## src/rtl/dmux4way16_buf.sv

```systemverilog
// Buffered 4-way word demultiplexer: each word is steered by sel into one of four
// first-word-fall-through FIFOs, and each FIFO drains through its own valid/ready handshake.
module dmux4way16_buf #(
  parameter int WIDTH = 16,
  parameter int DEPTH = 2
) (
  input  logic             clk,
  input  logic             rst_n,
  input  logic [WIDTH-1:0] in,
  input  logic [1:0]       sel,
  input  logic             in_valid,
  output logic             in_ready,
  output logic [WIDTH-1:0] a,
  output logic [WIDTH-1:0] b,
  output logic [WIDTH-1:0] c,
  output logic [WIDTH-1:0] d,
  output logic [3:0]       out_valid,
  input  logic [3:0]       out_ready,
  output logic [3:0]       full
);

  localparam int PTR_W = $clog2(DEPTH);
  localparam int CNT_W = PTR_W + 1;

  logic [WIDTH-1:0] w_head [4];
  logic [3:0]       w_push;
  logic [3:0]       w_pop;

  // Refusal is based only on registered full flags, so a pop never opens a slot in the same cycle.
  assign in_ready = !full[sel];

  for (genvar g = 0; g < 4; g++) begin : g_chan
    logic [WIDTH-1:0] r_mem [DEPTH];
    logic [PTR_W-1:0] r_wptr;
    logic [PTR_W-1:0] r_rptr;
    logic [CNT_W-1:0] r_cnt;

    assign full[g]      = (r_cnt == CNT_W'(DEPTH));
    assign out_valid[g] = (r_cnt != '0);
    assign w_push[g]    = in_valid && in_ready && (sel == 2'(g));
    assign w_pop[g]     = out_valid[g] && out_ready[g];
    assign w_head[g]    = out_valid[g] ? r_mem[r_rptr] : '0;

    always_ff @(posedge clk or negedge rst_n) begin
      if (!rst_n) begin
        r_wptr <= '0;
        r_rptr <= '0;
        r_cnt  <= '0;
      end else begin
        if (w_push[g]) r_wptr <= r_wptr + 1'b1;
        if (w_pop[g])  r_rptr <= r_rptr + 1'b1;
        case ({w_push[g], w_pop[g]})
          2'b10:   r_cnt <= r_cnt + 1'b1;
          2'b01:   r_cnt <= r_cnt - 1'b1;
          default: r_cnt <= r_cnt;
        endcase
      end
    end

    // Storage carries no reset; stale entries are masked by the head-valid gating above.
    always_ff @(posedge clk) begin
      if (w_push[g]) r_mem[r_wptr] <= in;
    end
  end

  assign a = w_head[0];
  assign b = w_head[1];
  assign c = w_head[2];
  assign d = w_head[3];

endmodule
```

## config.mk

```make
export PLATFORM = sky130hd
export DESIGN_NAME = dmux4way16_buf
export DESIGN_NICKNAME = d
export VERILOG_FILES = /design/src/rtl/dmux4way16_buf.sv
export SDC_FILE = /design/constraint.sdc
export NUM_CORES = 1
export LEC_CHECK = 0
export BUFFER_PORTS_ARGS = -buffer_cell sky130_fd_sc_hd__clkbuf_2
export CELL_PAD_IN_SITES_DETAIL_PLACEMENT = 0
export CELL_PAD_IN_SITES_GLOBAL_PLACEMENT = 1
export CORE_AREA = 3 3 111 113
export CTS_CLUSTER_DIAMETER = 200
export CTS_CLUSTER_SIZE = 12
export DETAILED_ROUTE_END_ITERATION = 8
export DIE_AREA = 0 0 114 116
export PLACE_DENSITY_LB_ADDON = 0.1
export SLEW_MARGIN = 10
export SYNTH_ARGS = -nofsm -noshare
export SYNTH_HDL_FRONTEND = slang
export SYNTH_SLANG_ARGS = --single-unit
```

## constraint.sdc

```tcl
create_clock -name clk -period 6.5 [get_ports clk]
set_input_delay 0.325 -clock clk [delete_from_list [all_inputs] [get_ports clk]]
set_output_delay 0.325 -clock clk [all_outputs]
set_load 0.05 [all_outputs]
```

# Word-level counts from Yosys, hierarchy flattened
# Memory sizes are Yosys's and may differ from the RTL's.
# Cells that the tools add are included.
# W data, S select, Z words.
[op_classes] addsub=16 magnitude_cmp=1 eq_ne=15 muxes=18 reduce_logical=19
[ops] operator="$mux W16" n=4
[ops] operator="$eq A2 B2 Y1 const B" n=10
[ops] operator="$pmux W2 S2" n=4
[ops] operator="$reduce_bool A2 Y1" n=8
[ops] operator="$eq A2 B1 Y1 const B" n=5
[ops] operator="$logic_and A1 B1 Y1" n=9
[ops] operator="$mux W1" n=9
[ops] operator="$add A1 B1 Y1 const B" n=8
[ops] operator="$add A2 B1 Y2 const B" n=4
[ops] operator="$sub A2 B1 Y2 const B" n=4
[ops] operator="$lt A2 B3 Y1 const B" n=1
[ops] operator="$bmux W1 S2" n=1
[ops] operator="$logic_not A2 Y1" n=1
[ops] operator="$logic_not A1 Y1" n=1
[word_totals] ff_bits=16 ramBits=128 input_bits=25 out_inout_bits=73 wordCells=85 memories=4
[mem_list] memory="g_chan[0].r_mem" words=2 width=16 read_ports=1 rd_ports_with_merged_regs=0 wr=1 line_no="33" text="logic [WIDTH-1:0] r_mem [DEPTH];"
[mem_list] memory="g_chan[1].r_mem" words=2 width=16 read_ports=1 rd_ports_with_merged_regs=0 wr=1 line_no="33"
[mem_list] memory="g_chan[2].r_mem" words=2 width=16 read_ports=1 rd_ports_with_merged_regs=0 wr=1 line_no="33"
[mem_list] memory="g_chan[3].r_mem" words=2 width=16 read_ports=1 rd_ports_with_merged_regs=0 wr=1 line_no="33"

# Longest topological paths before layout
# Gate-level depths: netlist of run 1.
[depth] word_depth=8 ltp_mapped=7 ltp_nobuf=6

# Worst setup path before layout of run 1
# No wires, ideal clock.
[synth_timing] kind="register -> register" from="reg g_chan[0].r_cnt[1]" to="mem g_chan[0].r_mem[1][0] (enable)" setup_ns=0.388 arrival_time_ns=2.059 slack_ns=4.053 path_stages_with_launch=5 path_buffers=1 period_less_slack_ns=2.447 path_cell_list="dfrtp_1 nor2b_1 or4b_1 buf_2 nor2_1"
[synth_between] elab_chain_cells=8
[synth_rtl] element="from (decl)" line_no="36" text="logic [CNT_W-1:0] r_cnt;"
[synth_rtl] element="from (signal assigned)" line_no="53" text="2'b10: r_cnt <= r_cnt + 1'b1;"
[synth_rtl] element="from (signal assigned)" line_no="54" text="2'b01: r_cnt <= r_cnt - 1'b1;"
[synth_rtl] element="from (signal assigned)" line_no="55" text="default: r_cnt <= r_cnt;"
[synth_rtl] element="$eq A2 B2 Y1" line_no="38" text="assign full[g] = (r_cnt == CNT_W'(DEPTH));"
[synth_rtl] element="net full[0]" line_no="19" text="output logic [3:0] full"
[synth_rtl] element="$bmux W1 S2" line_no="30" text="assign in_ready = !full[sel];"
[synth_rtl] element="$mux W1 (not written as such)" line_no="30"
[synth_rtl] element="$logic_not A1 Y1" line_no="30"
[synth_rtl] element="$logic_and A1 B1 Y1 (2 in a row)" line_no="40" text="assign w_push[g] = in_valid && in_ready && (sel == 2'(g));"
[synth_rtl] element="$mux W1" line_no="62" text="if (w_push[g]) r_mem[r_wptr] <= in;"
[synth_rtl] element="$mux W1 (not written as such)" line_no="62"
[synth_rtl] element="to (decl)" line_no="33"
# The timed path passes the listed nets, and every way through them passes these cells. The select of a mux whose other input is x is not followed.

# Worst setup path after layout of run 1
[layout_timing] from="reg g_chan[0].r_rptr" to="out a[4]"
[layout_between] elab_chain_cells=2
[layout_rtl] element="from (decl)" line_no="35" text="logic [PTR_W-1:0] r_rptr;"
[layout_rtl] element="from (signal assigned)" line_no="51" text="if (w_pop[g]) r_rptr <= r_rptr + 1'b1;"
[layout_rtl] element="$mem_v2 Z2 W16"
[layout_rtl] element="$mux W16" line_no="42" text="assign w_head[g] = out_valid[g] ? r_mem[r_rptr] : '0;"
[layout_rtl] element="to (decl)" line_no="13" text="output logic [WIDTH-1:0] a,"
# No other way between the ends.

==> flow_metrics.env, run 1 <==
export IMPL_routed_wl_um=11200
export IMPL_cts_root_buffer="clkbuf_16"
export IMPL_rsz0062_at_grt="no"
export IMPL_crit_start="g_chan[0].r_rptr$_DFFE_PN0P_"
export IMPL_yosysTopAreaCell="edfxtp_1"
export IMPL_core_area_mm2=0.0114
export IMPL_diodes=0
export IMPL_dieArea_mm2=0.0132
export IMPL_synth_area_leaders="edfxtp_1 (68%), mux2i_1 (12%), dfrtp_1 (7.1%)"
export IMPL_via_per_inst=5.05
export IMPL_final_cell_mix="edfxtp_1 (128), clkbuf_2 (97), nor2_1 (79)"
export IMPL_worstPathArrival_ps=2180
export IMPL_grt_usage_pct=17.7
export IMPL_drt_iter0_drc=216
export IMPL_slew_violations=0
export IMPL_synth_top_area_share_pct=68.2
export IMPL_hold_viol=0
export IMPL_dieWidth_um=114
export IMPL_gp_congestion=0.725
export IMPL_synthMuxAreaShare_pct=11.9
export IMPL_syn_cell_area_mm2=0.00564
export IMPL_synth_seq_cells=144
export IMPL_grt_ovfl_total=0
export IMPL_antenna_left=0
export IMPL_fmax_mhz=400
export IMPL_worst_hold_slack_ps=218
export IMPL_grt_max_degree=19
export IMPL_synth_xor_area_share_pct=3.24
export IMPL_yosysWarnings=0
export IMPL_postSynthCellCount=351
export IMPL_critPathCaptureType="primary output"
export IMPL_clockBufferDepth=2
export IMPL_rows=39
export IMPL_synth_top_family_by_area="multiplexers"
export IMPL_slew_headroom_pct=30.1
export IMPL_cp_start_kind="flip-flop"
export IMPL_path_max_fanout=17
export IMPL_r2r_start="g_chan[3].r_cnt[1]$_DFFE_PN0P_"
export IMPL_reg2reg_depth=3
export IMPL_drc=0
export IMPL_cts_tree="done"
export IMPL_r2r_end="g_chan[3].r_mem[1][11]$_DFFE_PP_"
export IMPL_cts_sinks=144
export IMPL_ys_types=18
export IMPL_insertion_delay_ps=410
export IMPL_grt_pass1_wl_um=16900
export IMPL_synthSimpleGateAreaFrac_pct=6.93
export IMPL_cts_resized=0
export IMPL_setup_tns_ps=0
export IMPL_final_common_cell="edfxtp_1"
export IMPL_endpoint="a[4]"
export IMPL_grt_antenna_before_repair=0
export IMPL_fin_crit_sh_pct=38.5
export IMPL_start_util_pct=49.4
export IMPL_synth_compound_area_share_pct=0
export IMPL_wl_per_cell_um=18.1
export IMPL_fin_worst_skew_ps=9.97
export IMPL_layout_drive_gt1_share_pct=28.1
export IMPL_synth_net_count=380
export IMPL_r2r_slack_ps=4360
export IMPL_hpwl_um=7200
export IMPL_hold_class="in2reg"
export IMPL_first_pass_iters=4
export IMPL_ys_seq_area_share_pct=75.3
export IMPL_boundaryPins=98
export IMPL_worst_pin_slew_ps=1050
export IMPL_setup_viol_count_final=0
export IMPL_htree_levels=4
export IMPL_cts_buffers=17
export IMPL_io_buffers=97
export IMPL_syn_to_final_growth_pct=22.3
export IMPL_status="finished clean"
export IMPL_path_clk_slew_ps=50
export IMPL_place_area_mm2=0.00632
export IMPL_vias=3130
export IMPL_period_minus_slack_ps=2500
export IMPL_synthAdderAreaFrac_pct=0.888
export IMPL_die_h_um=116
export IMPL_layout_nets=493
export IMPL_drv_cap=0
export IMPL_setup_worst_path_class="reg2out"
export IMPL_crit_required_ps=6170
export IMPL_avgSynthCellArea_um2=16.1
export IMPL_first_global_vias=3071
export IMPL_fin_area_mm2=0.00689
-- synth_stat cells (all sizes together) --
master   instances
clkbuf           6
mux2             1
nor2            80
edfxtp         128
buf              9
nand4bb          1
or3b             1
nor2b            8
ha               4
xor2             8
dfrtp           16
or4b             1
xnor2           12
inv              8
mux2i           66
or3              1
nand2            1
-- per-stage QoR --
stage	instances	utilization [%]	worst slack, ps
4_1_cts	620	60.4	3990
3_5_place_dp	587	55.3	4350
3_3_place_gp	587	55.3	4000
6_report	620	60.4	4000
2_1_floorplan	351	-	4050
5_1_grt	620	60.4	3870
-- routing by layer --
layer	vias up	GRT usage, %	part of all wire, %
met5	-	0	0
met3	10	5.48	5.3
met4	0	4.99	0.85
met2	84	28.5	48
li1	1481	-	-
met1	1555	23.6	45
-- critical path, stage by stage, from the launching register on --
cell and delay, ps:
dfrtp_1 1030, mux2i_1 180, nor2_1 230, clkbuf_2 320
-- worst min-delay path by stage --
stage	startpoint	to	slack, ps	cells after the start
2_1_floorplan	rst_n	g_chan[0].r_cnt[0]$_DFFE_PN0P_	30	0
3_3_place_gp	rst_n	g_chan[2].r_cnt[0]$_DFFE_PN0P_	290	1
3_5_place_dp	rst_n	g_chan[0].r_cnt[1]$_DFFE_PN0P_	290	1
4_1_cts	in[5]	g_chan[2].r_mem[0][5]$_DFFE_PP_	200	1
5_1_grt	in[5]	g_chan[0].r_mem[0][5]$_DFFE_PP_	220	1
6_report	in[5]	g_chan[1].r_mem[1][5]$_DFFE_PP_	220	1
-- state kept, by name, summed over array words and instances (netlist names) --
| register | count |
|---|---|
| g_chan.r_rptr | 4 |
| g_chan.r_mem | 128 |
| g_chan.r_cnt | 8 |
| g_chan.r_wptr | 4 |
-- cell families after synthesis --
group                      count (synthesis)
adders and majority gates                  4
muxes                                     67
DFF                                      144
and+or+nand+nor                           93
xor gates and xnor gates                  20
buffers and inverters                     23
-- timing repair --
| item | in CTS | in global routing |
|---|---|---|
| hold buffers | 1 | 0 |
| hold endpoints to repair | 16 | 0 |
| setup buffers | 0 | 0 |
| setup endpoints to repair | 0 | 0 |
-- area by class of cell --
cell class / count / area [um^2]
tap: 143 / 179
inverter: 8 / 30.0
sequential: 144 / 4240
timing repair buffer: 109 / 578
fill: 908 / 4530
clock buffer: 24 / 452
multi-input combinational: 184 / 1300
clock inverter: 8 / 113
Power of run 1 is left out: the tool's default activity adds up to more than one toggle a clock period on the data nets, which glitch-free logic cannot reach.
==> run 2, diff against run 1 <==
- CORE_AREA: 3 3 111 113 -> 3 3 120 122
- DIE_AREA: 0 0 114 116 -> 0 0 123 125
- clock period: 6.5 -> 2.2 ns (I/O delays scaled with it)
==> run 2 against run 1 <==
Clock skew is 3.5 ps lower. Largest cell class unchanged. Critical endpoint is now d[4]. Sequential share of layout area is 2.0 points lower. Critical path type unchanged. Count of clock-buffer cells in the layout is 4 lower. Cell count is 7.7% higher. Register-to-register slack worse by 4100 ps. Worst hold slack worse by 200 ps. Via count is 2.0% higher.
==> flow_metrics.env, run 2 (same netlist as run 1, synthesis figures left out) <==
export IMPL_status="finished clean"
export IMPL_worst_pin_slew_ps=486
export IMPL_top_register="g_chan.r_mem"
export IMPL_rsz0062_at_grt="no"
export IMPL_io_buffers=97
export IMPL_largest_reg_flops=128
export IMPL_grt_max_degree=18
export IMPL_grt_usage_pct=16.6
export IMPL_drc=0
export IMPL_dieArea_mm2=0.0154
export IMPL_core_area_mm2=0.0133
export IMPL_layout_nets=508
export IMPL_period_minus_slack_ps=1940
export IMPL_layout_drive_gt1_share_pct=31.5
export IMPL_grt_antenna_before_repair=0
export IMPL_reg_top3="g_chan.r_mem (128), g_chan.r_cnt (8)"
export IMPL_cts_root_buffer="clkbuf_16"
export IMPL_rows=42
export IMPL_clockBufferDepth=2
export IMPL_htree_levels=4
export IMPL_hold_class="in2reg"
export IMPL_first_global_vias=3234
export IMPL_fmax_mhz=517
export IMPL_cts_setup_buffers=0
export IMPL_vias=3193
export IMPL_grt_ovfl_total=0
export IMPL_diodes=0
export IMPL_fin_worst_skew_ps=6.43
export IMPL_setup_worst_path_class="reg2out"
export IMPL_hpwl_um=8370
export IMPL_path_max_fanout=10
export IMPL_routed_wl_um=12100
export IMPL_first_pass_iters=4
export IMPL_dieWidth_um=123
export IMPL_drt_iter0_drc=145
export IMPL_fin_crit_sh_pct=88.0
export IMPL_start_util_pct=42.4
export IMPL_setup_tns_ps=0
export IMPL_antenna_left=0
export IMPL_setup_viol_count_final=0
export IMPL_insertion_delay_ps=410
export IMPL_cts_buffers=17
export IMPL_final_common_cell="edfxtp_1"
export IMPL_wl_per_cell_um=18.1
export IMPL_cp_start_kind="flip-flop"
export IMPL_worstPathArrival_ps=1830
export IMPL_grt_pass1_wl_um=18600
export IMPL_hold_viol=0
export IMPL_final_cell_mix="edfxtp_1 (128), clkbuf_2 (97), nor2_1 (71)"
export IMPL_gp_congestion=0.715
export IMPL_cts_sinks=144
export IMPL_slew_headroom_pct=67.6
export IMPL_slew_violations=0
export IMPL_drv_cap=0
export IMPL_path_clk_slew_ps=60
export IMPL_boundaryPins=98
export IMPL_via_per_inst=4.78
export IMPL_crit_required_ps=2090
export IMPL_critPathCaptureType="primary output"
export IMPL_syn_to_final_growth_pct=26.3
export IMPL_cts_tree="done"
export IMPL_die_h_um=125
run 2: worst paths after layout:
kind	from	endpoint	slack, ps	cells after the start
min	in[9]	g_chan[2].r_mem[0][9]$_DFFE_PP_	20	1
min reg2reg	g_chan[2].r_cnt[1]$_DFFE_PN0P_	g_chan[2].r_cnt[1]$_DFFE_PN0P_	490	1
min in group asynchronous	rst_n	g_chan[3].r_rptr$_DFFE_PN0P_	180	2
max reg2reg	g_chan[0].r_cnt[1]$_DFFE_PN0P_	g_chan[0].r_cnt[1]$_DFFE_PN0P_	280	5
max	g_chan[3].r_rptr$_DFFE_PN0P_	d[4]	260	4
max in group asynchronous	rst_n	g_chan[2].r_rptr$_DFFE_PN0P_	1710	2
run 2: worst max-delay path, cell delays in order (launching register included):
cell and delay, ps:
dfrtp_1 640, buf_12 220, mux2i_1 80, nor2_1 160, clkbuf_2 310
run 2: timing repair:
action,CTS,global route
gates resized for setup,0,0
hold endpoints to repair,47,0
hold buffers,6,0
run 2: final cells by class:
type | instances | area, um^2
multi-input combinational | 184 | 1320
clock inverter | 12 | 143
inverter | 8 | 30.0
fill | 1132 | 6180
timing repair buffer | 124 | 728
clock buffer | 20 | 437
tap | 176 | 220
sequential | 144 | 4240
run 2: metrics by stage:
step / instances / utilization, % / instance area [um^2] / worst slack, ps / hold WS (ps)
CTS: 668 / 53.5 / 7120 / 220 / 3.79
global placement: 630 / 48.7 / 6480 / 317 / 70.1
global route: 668 / 53.5 / 7120 / 111 / 15.1
finish: 668 / 53.5 / 7120 / 264 / 20.8
detailed placement: 630 / 48.7 / 6480 / 286 / 74.8
floorplan: 351 / - / 5650 / -247 / -186
run 2: per-layer routing:
metal | GRT usage, % | vias up | wire, um
met5 | 0 | - | 0
met4 | 6.45 | 0 | 139
met3 | 4.43 | 8 | 532
met2 | 26.6 | 81 | 6060
met1 | 21.8 | 1589 | 5350
li1 | - | 1515 | -
Power of run 2 is left out for the same reason.
==> run 3, diff against run 2 <==
- CORE_AREA: 3 3 120 122 -> 2 2 119 121
- CTS_CLUSTER_DIAMETER: 200 -> 120
- DIE_AREA: 0 0 123 125 -> 0 0 121 123
- REMOVE_ABC_BUFFERS: not set -> 1
==> run 3 against run 2 <==
Sequential cell count did not move. Critical path depth rose by 1. Count of clock-buffer cells in the layout fell by 3. Die area fell by 3.2%. First-iteration DRC count fell by 28%. Global-route usage fell by 0.63 points. Worst hold slack got worse by 4.5 ps. Clock skew rose by 1.6 ps. Sequential share of layout area rose by 0.87 points. Setup slack improved by 53 ps. Critical endpoint is now g_chan[0].r_cnt[1]$_DFFE_PN0P_. Highest routed layer unchanged.
==> flow_metrics.env, run 3 (same netlist as run 1, synthesis figures left out) <==
export IMPL_max_stage_delay_ps=590
export IMPL_largest_reg_flops=128
export IMPL_cts_root_buffer="clkbuf_16"
export IMPL_hold_class="in2reg"
export IMPL_cts_resized=0
export IMPL_core_area_mm2=0.0136
export IMPL_start_util_pct=41.4
export IMPL_drv_cap=0
export IMPL_cpMaxStageDelayCell="or4b_1"
export IMPL_critical_path_buf_inv_count=0
export IMPL_grt_usage_pct=16.0
export IMPL_critPathCaptureType="flip-flop"
export IMPL_layout_nets=500
export IMPL_die_h_um=123
export IMPL_busiest_layer="met2"
export IMPL_critPathTopFamily="simple AND/OR/NAND/NOR gates"
export IMPL_hold_viol=0
export IMPL_fin_crit_sh_pct=85.6
export IMPL_path_clk_slew_ps=60
export IMPL_drt_iter0_drc=104
export IMPL_crit_chain="nor2b_1, or4b_1, ha_1, nor2_1, xor2_1"
export IMPL_slew_violations=0
export IMPL_routed_wl_um=11100
export IMPL_dieWidth_um=121
export IMPL_htree_levels=4
export IMPL_grt_antenna_before_repair=0
export IMPL_met2_usage_pct=25.1
export IMPL_use_met1_pct=22.0
export IMPL_worstPathArrival_ps=2210
export IMPL_setup_viol_count_final=0
export IMPL_place_worst_setup_slack_ps=310
export IMPL_dp_cells=631
export IMPL_hpwl_um=7650
export IMPL_fmax_mhz=531
export IMPL_worst_pin_slew_ps=447
export IMPL_setup_ws_ps=317
export IMPL_place_area_mm2=0.00641
export IMPL_cp_start_kind="flip-flop"
export IMPL_dieArea_mm2=0.0149
export IMPL_cts_tree="done"
export IMPL_gp_congestion=0.703
export IMPL_final_cell_mix="edfxtp_1 (128), clkbuf_2 (97), nor2_1 (80)"
export IMPL_layout_drive_gt1_share_pct=30.4
export IMPL_rsz0062_at_grt="no"
export IMPL_reg_top3="g_chan.r_mem (128), g_chan.r_cnt (8)"
export IMPL_status="finished clean"
export IMPL_clockBufferDepth=2
export IMPL_fin_worst_skew_ps=8.04
export IMPL_first_global_vias=3169
export IMPL_grt_ovfl_total=0
export IMPL_path_max_fanout=4
export IMPL_fin_area_mm2=0.00702
export IMPL_via_per_inst=4.68
export IMPL_setup_worst_path_class="reg2reg"
export IMPL_period_minus_slack_ps=1880
export IMPL_vias=3105
export IMPL_wl_per_cell_um=16.8
export IMPL_grt_pass1_wl_um=17400
export IMPL_setup_tns_ps=0
export IMPL_cts_sinks=144
export IMPL_layoutNonFillerInstCount=664
export IMPL_top_register="g_chan.r_mem"
export IMPL_antenna_left=0
export IMPL_cts_setup_buffers=0
export IMPL_grt_max_degree=18
export IMPL_drc=0
export IMPL_final_common_cell="edfxtp_1"
export IMPL_rows=43
export IMPL_boundaryPins=98
export IMPL_use_met3_pct=3.97
export IMPL_insertion_delay_ps=410
export IMPL_io_buffers=97
export IMPL_first_pass_iters=4
export IMPL_crit_required_ps=2530
export IMPL_syn_to_final_growth_pct=24.5
export IMPL_diodes=0
export IMPL_slew_headroom_pct=70.2
export IMPL_cts_buffers=17
-- run 3: cell types whose count changed in the layout (fill, tap and decap cells not counted), sizes merged --
cell | before | now
clkinvlp | 0 | 3
inv | 8 | 10
dlygate4sd3 | 6 | 1
clkbuf | 117 | 114
buf | 21 | 18
clkinv | 9 | 7
-- run 3: worst register-to-register path, cell delays in order, from the launching register on --
cell and delay, ps:
dfrtp_1 400, nor2b_1 160, or4b_1 590, ha_1 350, nor2_1 130, xor2_1 170
-- run 3: per-layer routing --
metal  part of all wire (%)  wire (um)
met1                     47       5250
met3                    4.5        502
met4                    1.2        134
met2                     47       5240
met5                      0          0
-- run 3: final cells by class --
class,instances,area (um^2)
flip-flops and latches,144,4240
clock buffers,17,425
multi-input cells,184,1290
repair buffers,116,631
clock inverters,15,166
inverters,8,30.0
fillers,1185,6600
well taps,180,225
-- run 3: final timing paths --
path / slack, ps / from / depth (start not counted) / to
worst max-delay path: 320 / g_chan[0].r_cnt[1]$_DFFE_PN0P_ / 5 / g_chan[0].r_cnt[1]$_DFFE_PN0P_
worst min-delay path: 20 / in[9] / 1 / g_chan[0].r_mem[1][9]$_DFFE_PP_
worst max register to register: 320 / g_chan[0].r_cnt[1]$_DFFE_PN0P_ / 5 / g_chan[0].r_cnt[1]$_DFFE_PN0P_
worst min register to register: 480 / g_chan[3].r_rptr$_DFFE_PN0P_ / 1 / g_chan[3].r_rptr$_DFFE_PN0P_
max in group asynchronous: 1710 / rst_n / 2 / g_chan[2].r_wptr$_DFFE_PN0P_
min in group asynchronous: 180 / rst_n / 2 / g_chan[3].r_wptr$_DFFE_PN0N_
-- run 3: stage by stage --
stage | util (%) | hold WS (ps)
6_report | 51.5 | 16.3
5_1_grt | 51.5 | 31.1
4_1_cts | 51.5 | 9.75
3_5_place_dp | 47.1 | 76.4
3_3_place_gp | 47.1 | 70.7
2_1_floorplan | - | -186
-- run 3: repair_timing --
item | 4_1_cts | 5_1_grt
endpoints found under the setup margin | 0 | 0
endpoints found under the hold margin | 16 | 0
hold buffers | 1 | 0
Power of run 3 is left out for the same reason.
